### src/rtl/chunked_add_sub_unit_if.sv
// Operand/result bundle for chunked_add_sub_unit.
//   master : requester; drives start, mode, a, b, carry_in and observes status/result.
//   slave  : the arithmetic unit; receives the request and drives busy, done, sum and flags.
// WIDTH must match the WIDTH of the unit the interface is connected to.
interface chunked_add_sub_unit_if #(
  parameter int unsigned WIDTH = 32
);

  // Request side
  logic             start;
  logic             mode;
  logic [WIDTH-1:0] a;
  logic [WIDTH-1:0] b;
  logic             carry_in;

  // Status / result side
  logic             busy;
  logic             done;
  logic [WIDTH-1:0] sum;
  logic             carry_out;
  logic             overflow;
  logic             zero;

  modport master (
    output start,
    output mode,
    output a,
    output b,
    output carry_in,
    input  busy,
    input  done,
    input  sum,
    input  carry_out,
    input  overflow,
    input  zero
  );

  modport slave (
    input  start,
    input  mode,
    input  a,
    input  b,
    input  carry_in,
    output busy,
    output done,
    output sum,
    output carry_out,
    output overflow,
    output zero
  );

endinterface

### src/rtl/chunked_add_sub_unit.sv
// Multi-cycle adder/subtractor that processes a WIDTH-bit operation CHUNK bits per clock,
// holding the inter-slice carry in a register.
//
// Ports:
//   clk    : rising-edge clock
//   rst_n  : asynchronous active-low reset
//   bus    : slave side of chunked_add_sub_unit_if
//            start    - request pulse, operands sampled on the same edge (ignored while busy)
//            mode     - 0 = a + b + carry_in, 1 = a - b (a + ~b + 1, carry_in ignored)
//            a, b     - operands
//            carry_in - carry into bit 0 (add only)
//            busy     - high while slices are being processed
//            done     - one-cycle pulse when sum/flags have just been updated
//            sum      - result register (mod 2^WIDTH), holds until the next completion
//            carry_out- carry out of the MSB (subtract: 1 = no borrow)
//            overflow - signed two's-complement overflow
//            zero     - sum == 0
//
// Latency: start sampled at edge k -> busy after edges k..k+N-1 -> done after edge k+N,
// where N = WIDTH/CHUNK. Asserting start during the done cycle chains the next operation.
module chunked_add_sub_unit #(
  parameter int unsigned WIDTH = 32,
  parameter int unsigned CHUNK = 8
) (
  input  logic                 clk,
  input  logic                 rst_n,
  chunked_add_sub_unit_if.slave bus
);

  localparam int unsigned NumSlices = WIDTH / CHUNK;
  localparam int unsigned CntW      = (NumSlices > 1) ? $clog2(NumSlices) : 1;
  localparam logic [CntW-1:0] LastCnt = CntW'(NumSlices - 1);

  typedef enum logic [1:0] {
    StIdle,
    StRun,
    StDone
  } state_e;

  // ---------------------------------------------------------------------------
  // State
  // ---------------------------------------------------------------------------
  state_e           state_q, state_d;
  logic [WIDTH-1:0] op_a_q, op_a_d;
  logic [WIDTH-1:0] op_b_q, op_b_d;   // b, already inverted for subtract
  logic [WIDTH-1:0] psum_q, psum_d;
  logic             carry_q, carry_d;
  logic [CntW-1:0]  cnt_q, cnt_d;

  logic [WIDTH-1:0] sum_q, sum_d;
  logic             carry_out_q, carry_out_d;
  logic             overflow_q, overflow_d;
  logic             zero_q, zero_d;

  // ---------------------------------------------------------------------------
  // Slice datapath
  // ---------------------------------------------------------------------------
  logic [CHUNK-1:0] a_slice;
  logic [CHUNK-1:0] b_slice;
  logic [CHUNK:0]   slice_res;     // {carry, CHUNK-bit sum}
  logic [WIDTH-1:0] psum_merged;   // partial sum with the current slice written in
  logic             last_slice;
  logic             result_ovf;
  logic             result_zero;

  always_comb begin
    a_slice     = '0;
    b_slice     = '0;
    // Constant-index mux keeps the slice select free of variable part-selects.
    for (int unsigned i = 0; i < NumSlices; i++) begin
      if (cnt_q == CntW'(i)) begin
        a_slice = op_a_q[i*CHUNK +: CHUNK];
        b_slice = op_b_q[i*CHUNK +: CHUNK];
      end
    end

    slice_res = {1'b0, a_slice} + {1'b0, b_slice} + {{CHUNK{1'b0}}, carry_q};

    psum_merged = psum_q;
    for (int unsigned i = 0; i < NumSlices; i++) begin
      if (cnt_q == CntW'(i)) begin
        psum_merged[i*CHUNK +: CHUNK] = slice_res[CHUNK-1:0];
      end
    end

    last_slice  = (cnt_q == LastCnt);
    // Operands share a sign but the result does not: signed overflow.
    result_ovf  = (op_a_q[WIDTH-1] == op_b_q[WIDTH-1]) &&
                  (psum_merged[WIDTH-1] != op_a_q[WIDTH-1]);
    result_zero = (psum_merged == '0);
  end

  // ---------------------------------------------------------------------------
  // Next-state / control
  // ---------------------------------------------------------------------------
  always_comb begin
    state_d     = state_q;
    op_a_d      = op_a_q;
    op_b_d      = op_b_q;
    psum_d      = psum_q;
    carry_d     = carry_q;
    cnt_d       = cnt_q;
    sum_d       = sum_q;
    carry_out_d = carry_out_q;
    overflow_d  = overflow_q;
    zero_d      = zero_q;

    unique case (state_q)
      StIdle, StDone: begin
        if (bus.start) begin
          op_a_d  = bus.a;
          op_b_d  = bus.mode ? ~bus.b : bus.b;
          // Subtract is a + ~b + 1, so the +1 enters as the initial carry.
          carry_d = bus.mode ? 1'b1 : bus.carry_in;
          psum_d  = '0;
          cnt_d   = '0;
          state_d = StRun;
        end else begin
          state_d = StIdle;
        end
      end

      StRun: begin
        psum_d  = psum_merged;
        carry_d = slice_res[CHUNK];
        cnt_d   = cnt_q + CntW'(1);
        if (last_slice) begin
          sum_d       = psum_merged;
          carry_out_d = slice_res[CHUNK];
          overflow_d  = result_ovf;
          zero_d      = result_zero;
          state_d     = StDone;
        end
      end

      default: begin
        state_d = StIdle;
      end
    endcase
  end

  // ---------------------------------------------------------------------------
  // Registers
  // ---------------------------------------------------------------------------
  always_ff @(posedge clk or negedge rst_n) begin
    if (!rst_n) begin
      state_q     <= StIdle;
      op_a_q      <= '0;
      op_b_q      <= '0;
      psum_q      <= '0;
      carry_q     <= 1'b0;
      cnt_q       <= '0;
      sum_q       <= '0;
      carry_out_q <= 1'b0;
      overflow_q  <= 1'b0;
      zero_q      <= 1'b1;   // sum resets to 0, so the flag starts set
    end else begin
      state_q     <= state_d;
      op_a_q      <= op_a_d;
      op_b_q      <= op_b_d;
      psum_q      <= psum_d;
      carry_q     <= carry_d;
      cnt_q       <= cnt_d;
      sum_q       <= sum_d;
      carry_out_q <= carry_out_d;
      overflow_q  <= overflow_d;
      zero_q      <= zero_d;
    end
  end

  // ---------------------------------------------------------------------------
  // Outputs
  // ---------------------------------------------------------------------------
  assign bus.busy      = (state_q == StRun);
  assign bus.done      = (state_q == StDone);
  assign bus.sum       = sum_q;
  assign bus.carry_out = carry_out_q;
  assign bus.overflow  = overflow_q;
  assign bus.zero      = zero_q;

endmodule

### src/flat_wrapper.sv
// flat-port wrapper written by rule: the top's interface ports become plain ports
module chunked_add_sub_unit_flat 
#(
  parameter int unsigned WIDTH = 32,
  parameter int unsigned CHUNK = 8
)
  (clk, rst_n, bus_start, bus_mode, bus_a, bus_b, bus_carry_in, bus_busy, bus_done, bus_sum, bus_carry_out, bus_overflow, bus_zero);
  chunked_add_sub_unit_if #(.WIDTH(WIDTH)) bus_i ();
  input  logic clk;
  input  logic rst_n;
  input wire logic [$bits(bus_i.start)-1:0] bus_start;
  input wire logic [$bits(bus_i.mode)-1:0] bus_mode;
  input wire logic [$bits(bus_i.a)-1:0] bus_a;
  input wire logic [$bits(bus_i.b)-1:0] bus_b;
  input wire logic [$bits(bus_i.carry_in)-1:0] bus_carry_in;
  output wire logic [$bits(bus_i.busy)-1:0] bus_busy;
  output wire logic [$bits(bus_i.done)-1:0] bus_done;
  output wire logic [$bits(bus_i.sum)-1:0] bus_sum;
  output wire logic [$bits(bus_i.carry_out)-1:0] bus_carry_out;
  output wire logic [$bits(bus_i.overflow)-1:0] bus_overflow;
  output wire logic [$bits(bus_i.zero)-1:0] bus_zero;
  assign bus_i.start = bus_start;
  assign bus_i.mode = bus_mode;
  assign bus_i.a = bus_a;
  assign bus_i.b = bus_b;
  assign bus_i.carry_in = bus_carry_in;
  assign bus_busy = bus_i.busy;
  assign bus_done = bus_i.done;
  assign bus_sum = bus_i.sum;
  assign bus_carry_out = bus_i.carry_out;
  assign bus_overflow = bus_i.overflow;
  assign bus_zero = bus_i.zero;
  chunked_add_sub_unit #(.WIDTH(WIDTH), .CHUNK(CHUNK)) u_core (.clk(clk), .rst_n(rst_n), .bus(bus_i));
endmodule
### config.mk
export PLATFORM = sky130hd
export DESIGN_NAME = chunked_add_sub_unit_flat
export DESIGN_NICKNAME = d
export VERILOG_FILES = /design/src/rtl/chunked_add_sub_unit_if.sv /design/src/rtl/chunked_add_sub_unit.sv /design/src/flat_wrapper.sv
export SDC_FILE = /design/constraint.sdc
export NUM_CORES = 1
export LEC_CHECK = 0
export ABC_AREA = 0
export ABC_CLOCK_PERIOD_IN_PS = 3400
export BUFFER_PORTS_ARGS = -buffer_cell sky130_fd_sc_hd__buf_4
export CORE_MARGIN = 2
export CORE_UTILIZATION = 51
export CTS_CLUSTER_SIZE = 12
export DETAILED_ROUTE_END_ITERATION = 6
export PLACE_DENSITY = 0.87
export SYNTH_ARGS = -nofsm -noshare
export SYNTH_HDL_FRONTEND = slang
export SYNTH_SLANG_ARGS = --single-unit
### constraint.sdc
create_clock -name clk -period 3.4 [get_ports clk]
set_input_delay 0.34 -clock clk [delete_from_list [all_inputs] [get_ports clk]]
set_output_delay 0.34 -clock clk [all_outputs]
set_load 0.05 [all_outputs]
==> impl_summary.log <==
INFO  metric worstSetupEndpointType = register
INFO  metric yosys_register_bits = 131
INFO  metric dr_total_vias = 5,454
INFO  metric dr.pass1.iters = 5
INFO  metric fin_skew = 0.00934 ns
INFO  metric layout_common_cells = 191 x sky130_fd_sc_hd__nand2_1, 129 x sky130_fd_sc_hd__dfrtp_1, 128 x sky130_fd_sc_hd__buf_4
INFO  metric finish.cell_count_without_fillers = 987
INFO  metric hold_path_depth = 3
INFO  metric numCtsBuffers = 17
INFO  metric path_cells = inv_1, ha_1, buf_6, nand3_1, a21oi_1, a21oi_1, nor2_1, a21o_1, ha_1, a211oi_2, nor2_1, xor2_1, mux2i_1, o21ai_0
INFO  metric floorplan.io_pins = 106
INFO  metric timing.final.crit_share = 96.3%
INFO  metric prevailing_post_synth_register_cell = sky130_fd_sc_hd__dfrtp_1
INFO  metric number_of_global_route_vias_before_repair = 5,235
INFO  metric synth-seq-area-share = 50.5%
INFO  metric ff2ff_path_depth = 14
INFO  metric max_slew_margin = 38.3%
INFO  metric run_status = finished clean
INFO  metric total_leakage_power = 3.95 nW
INFO  metric synth_area_per_cell = 9.26 sq um
INFO  metric crit_type = reg2reg
INFO  metric route.detailed.wl_per_inst = 16.8 um
INFO  metric final_nets = 884
INFO  metric slew_violations = 0
INFO  metric clkSlewWorstSetupHoldPaths = 0.06 ns
INFO  metric final-setup-viol-count = 0
INFO  metric htree_levels = 4
INFO  metric worst-endpoint-arrival = 3.61 ns
INFO  metric grt_first_pass_wirelength = 26.9 mm
INFO  metric routed_via_density = 5.53
INFO  metric hold-path-endpoint = u_core.op_a_q[20]
INFO  metric initial_antenna_violation_count = 0
INFO  metric drv.max_cap_violation_count = 0
INFO  metric cts.sink_count = 131
INFO  metric post_synth_instance_area = 6500 sq um
INFO  metric clk_buf_depth = 2
INFO  metric final_period_minus_worst_setup_slack = 3.27 ns
INFO  metric initial_util = 51.9%
INFO  metric final_common_cell = sky130_fd_sc_hd__nand2_1
INFO  metric min-delay-start = bus_a[20]
INFO  metric grt_start_max_net_pins = 98
INFO  metric crit_required = 3.74 ns
INFO  metric sequential_cell_area = 3280 sq um
INFO  metric floorplan.die_area = 13,700 sq um
INFO  metric die_width = 117 um
INFO  metric antenna_cells_inserted = 0
INFO  metric ratio_of_total_power_to_cell_area = 1260 nW/um^2
INFO  metric place_inst = 949
INFO  metric n_fill_cell = 997
INFO  metric regToRegSetupSlack = 0.13 ns
INFO  metric grt.overflow.total = 0
INFO  metric core_region_area = 12,500 sq um
INFO  metric ys.warnings.count = 0
INFO  metric ys_async_sr_fraction = 100%
INFO  metric wirelength = 16.6 mm
INFO  metric worst_setup_path_start_kind = register
INFO  metric multi_input_comb_area = 3010 sq um
INFO  metric worstPathBufferInverterCount = 2
INFO  metric die_y = 117 um
INFO  metric fmaxAchievable = 0.306 GHz
INFO  metric crit_fanout = 15
INFO  metric timing_hold_violations_final = 0
INFO  metric grt_util_all_layers = 25.9%
INFO  metric place_congestion = 0.939
INFO  metric layout-drive-gt1-share = 23.4%
INFO  metric syn-num-nets = 784
INFO  metric rsz0062_at_grt = yes
INFO  metric netlist-cell-type-count = 57
INFO  metric worst_path_largest_cell_delay = 0.73 ns
INFO  metric r2r_start = u_core.cnt_q[0]
INFO  metric least_margin_pin_slew = 0.922 ns
INFO  metric place.detailed.hpwl = 11.3 mm
INFO  metric detailedRoute.firstIterationViolations = 501
INFO  metric worst_skew_pair.late_latency = 0.43 ns
INFO  metric worst_r2r_endpoint = u_core.bus.sum[3]
INFO  metric timing.critical_path.depth = 14
INFO  metric master_of_the_slowest_instance_on_the_critical_path = sky130_fd_sc_hd__xor2_1
INFO  metric totalPowerFinal = 0.0104 W
INFO  metric synth-edff-count = 0
INFO  metric postRouteAntennaNets = 0
INFO  metric synthToLayoutAreaGrowth = 26.3%
INFO  metric synth_cells = 702
INFO  metric irDropWorstVdd = 0.732 mV
INFO  metric cts.root.buffer_cell = sky130_fd_sc_hd__clkbuf_16
INFO  metric hold_path.class = in2reg
INFO  metric std_cell_rows = 41
INFO  metric port_bufs = 105
INFO  metric detail_route.drc_violations = 0
INFO  metric clock_tree_from_tritoncts = done
INFO  metric timing.critical_path.max_delay_family = compound AO/OA/AOI/OAI gates
cell usage after synthesis, drive strengths merged (4+ instances only):
master  number  area [sq um]
a21oi       44           235
nand2      192           723
mux2i       17           170
dfrtp      130          3250
a32o        12           120
nor3         8          45.0
nor2        34           130
clkbuf      37           149
inv          5          18.8
xnor2       34           298
o21ai       83           415
a22o        14           124
and3        16           100
buf         14          92.6
ha          11           138
a211oi       4          35.0
a21o         5          37.5
report_power, final:
group          total, W  internal, W  leakage (nW)  switching, W
Clock           0.00200      0.00132         0.316      0.000673
Combinational   0.00572      0.00211          1.96       0.00362
Sequential      0.00264      0.00221          1.67      0.000432
Total            0.0104      0.00564          3.95       0.00472
cells by family (layout without fill, tap and decap cells):
family | count (synthesis) | in the layout | share of synthesized area [%]
compound gates | 177 | 177 | 17.4
fa+ha+maj | 13 | 13 | 2.73
buf+inv | 58 | 171 | 4.22
xor+xnor | 37 | 37 | 5.10
simple gates | 269 | 269 | 17.4
mux | 17 | 17 | 2.62
flops | 131 | 131 | 50.5
worst max path at each step:
stage	start	endpoint	slack [ns]
floorplan	u_core.cnt_q[0]	u_core.bus.zero	0.01
global placement	u_core.cnt_q[1]	u_core.bus.sum[22]	0.12
detailed placement	u_core.cnt_q[1]	u_core.bus.sum[22]	-0.03
CTS	u_core.cnt_q[1]	u_core.bus.zero	0.007
global route	u_core.cnt_q[0]	u_core.bus.sum[11]	-0.06
finish	u_core.cnt_q[0]	u_core.bus.sum[3]	0.13
state kept, by name, indices dropped and copies added (netlist names):
signal,cells
u_core.bus.overflow,1
u_core.bus.sum,32
u_core.psum_q,27
u_core.bus.carry_out,1
u_core.carry_q,1
u_core.op_b_q,32
u_core.op_a_q,32
u_core.bus.zero,1
u_core.state_q,2
u_core.cnt_q,2
final cells by class:
type / instances / share of cell area [%]
tap: 172 / 2.62
timing repair buffer: 132 / 12.5
sequential: 131 / 40.0
clock inverter: 8 / 1.78
inverter: 7 / 0.396
clock buffer: 24 / 6.11
multi-input combinational: 513 / 36.7
stage by stage:
step	util (%)	instance area (sq um)	setup WS (ns)	TNS, ns	hold WS (ns)
floorplan	-	6500	0.0145	0	0.0444
global placement	59.5	7450	0.121	0	0.428
detailed placement	59.5	7450	-0.0317	-0.0317	0.429
CTS	64.9	8120	0.00704	0	0.0963
global route	65.6	8210	-0.0599	-0.473	0.103
finish	65.6	8210	0.127	0	0.104
worst register-to-register path: cells and delay by family (launching register included):
kind	cells	cell delay, ns
compound gates	5	0.84
xor+xnor	1	0.73
fa+ha+maj	2	0.53
buf+inv	2	0.25
flops	1	0.42
mux	1	0.18
simple gates	3	0.25
what timing repair did:
action,4_1_cts,5_1_grt
hold endpoints to repair,50,0
gates resized for setup,3,12
setup endpoints to repair,4,40
buffers inserted,0,5
cloned,0,0
hold buffers,1,0
pin swaps,0,4
metal layers:
| metal | up-vias | part of all wire, % | track usage [%] |
|---|---|---|---|
| li1 | 2580 | - | - |
| met1 | 2583 | 42 | 34.2 |
| met5 | - | 0 | 0 |
| met2 | 242 | 48 | 41.2 |
| met3 | 49 | 6.4 | 5.56 |
| met4 | 0 | 3.3 | 11.8 |
Power figures use the tool's default switching activity.
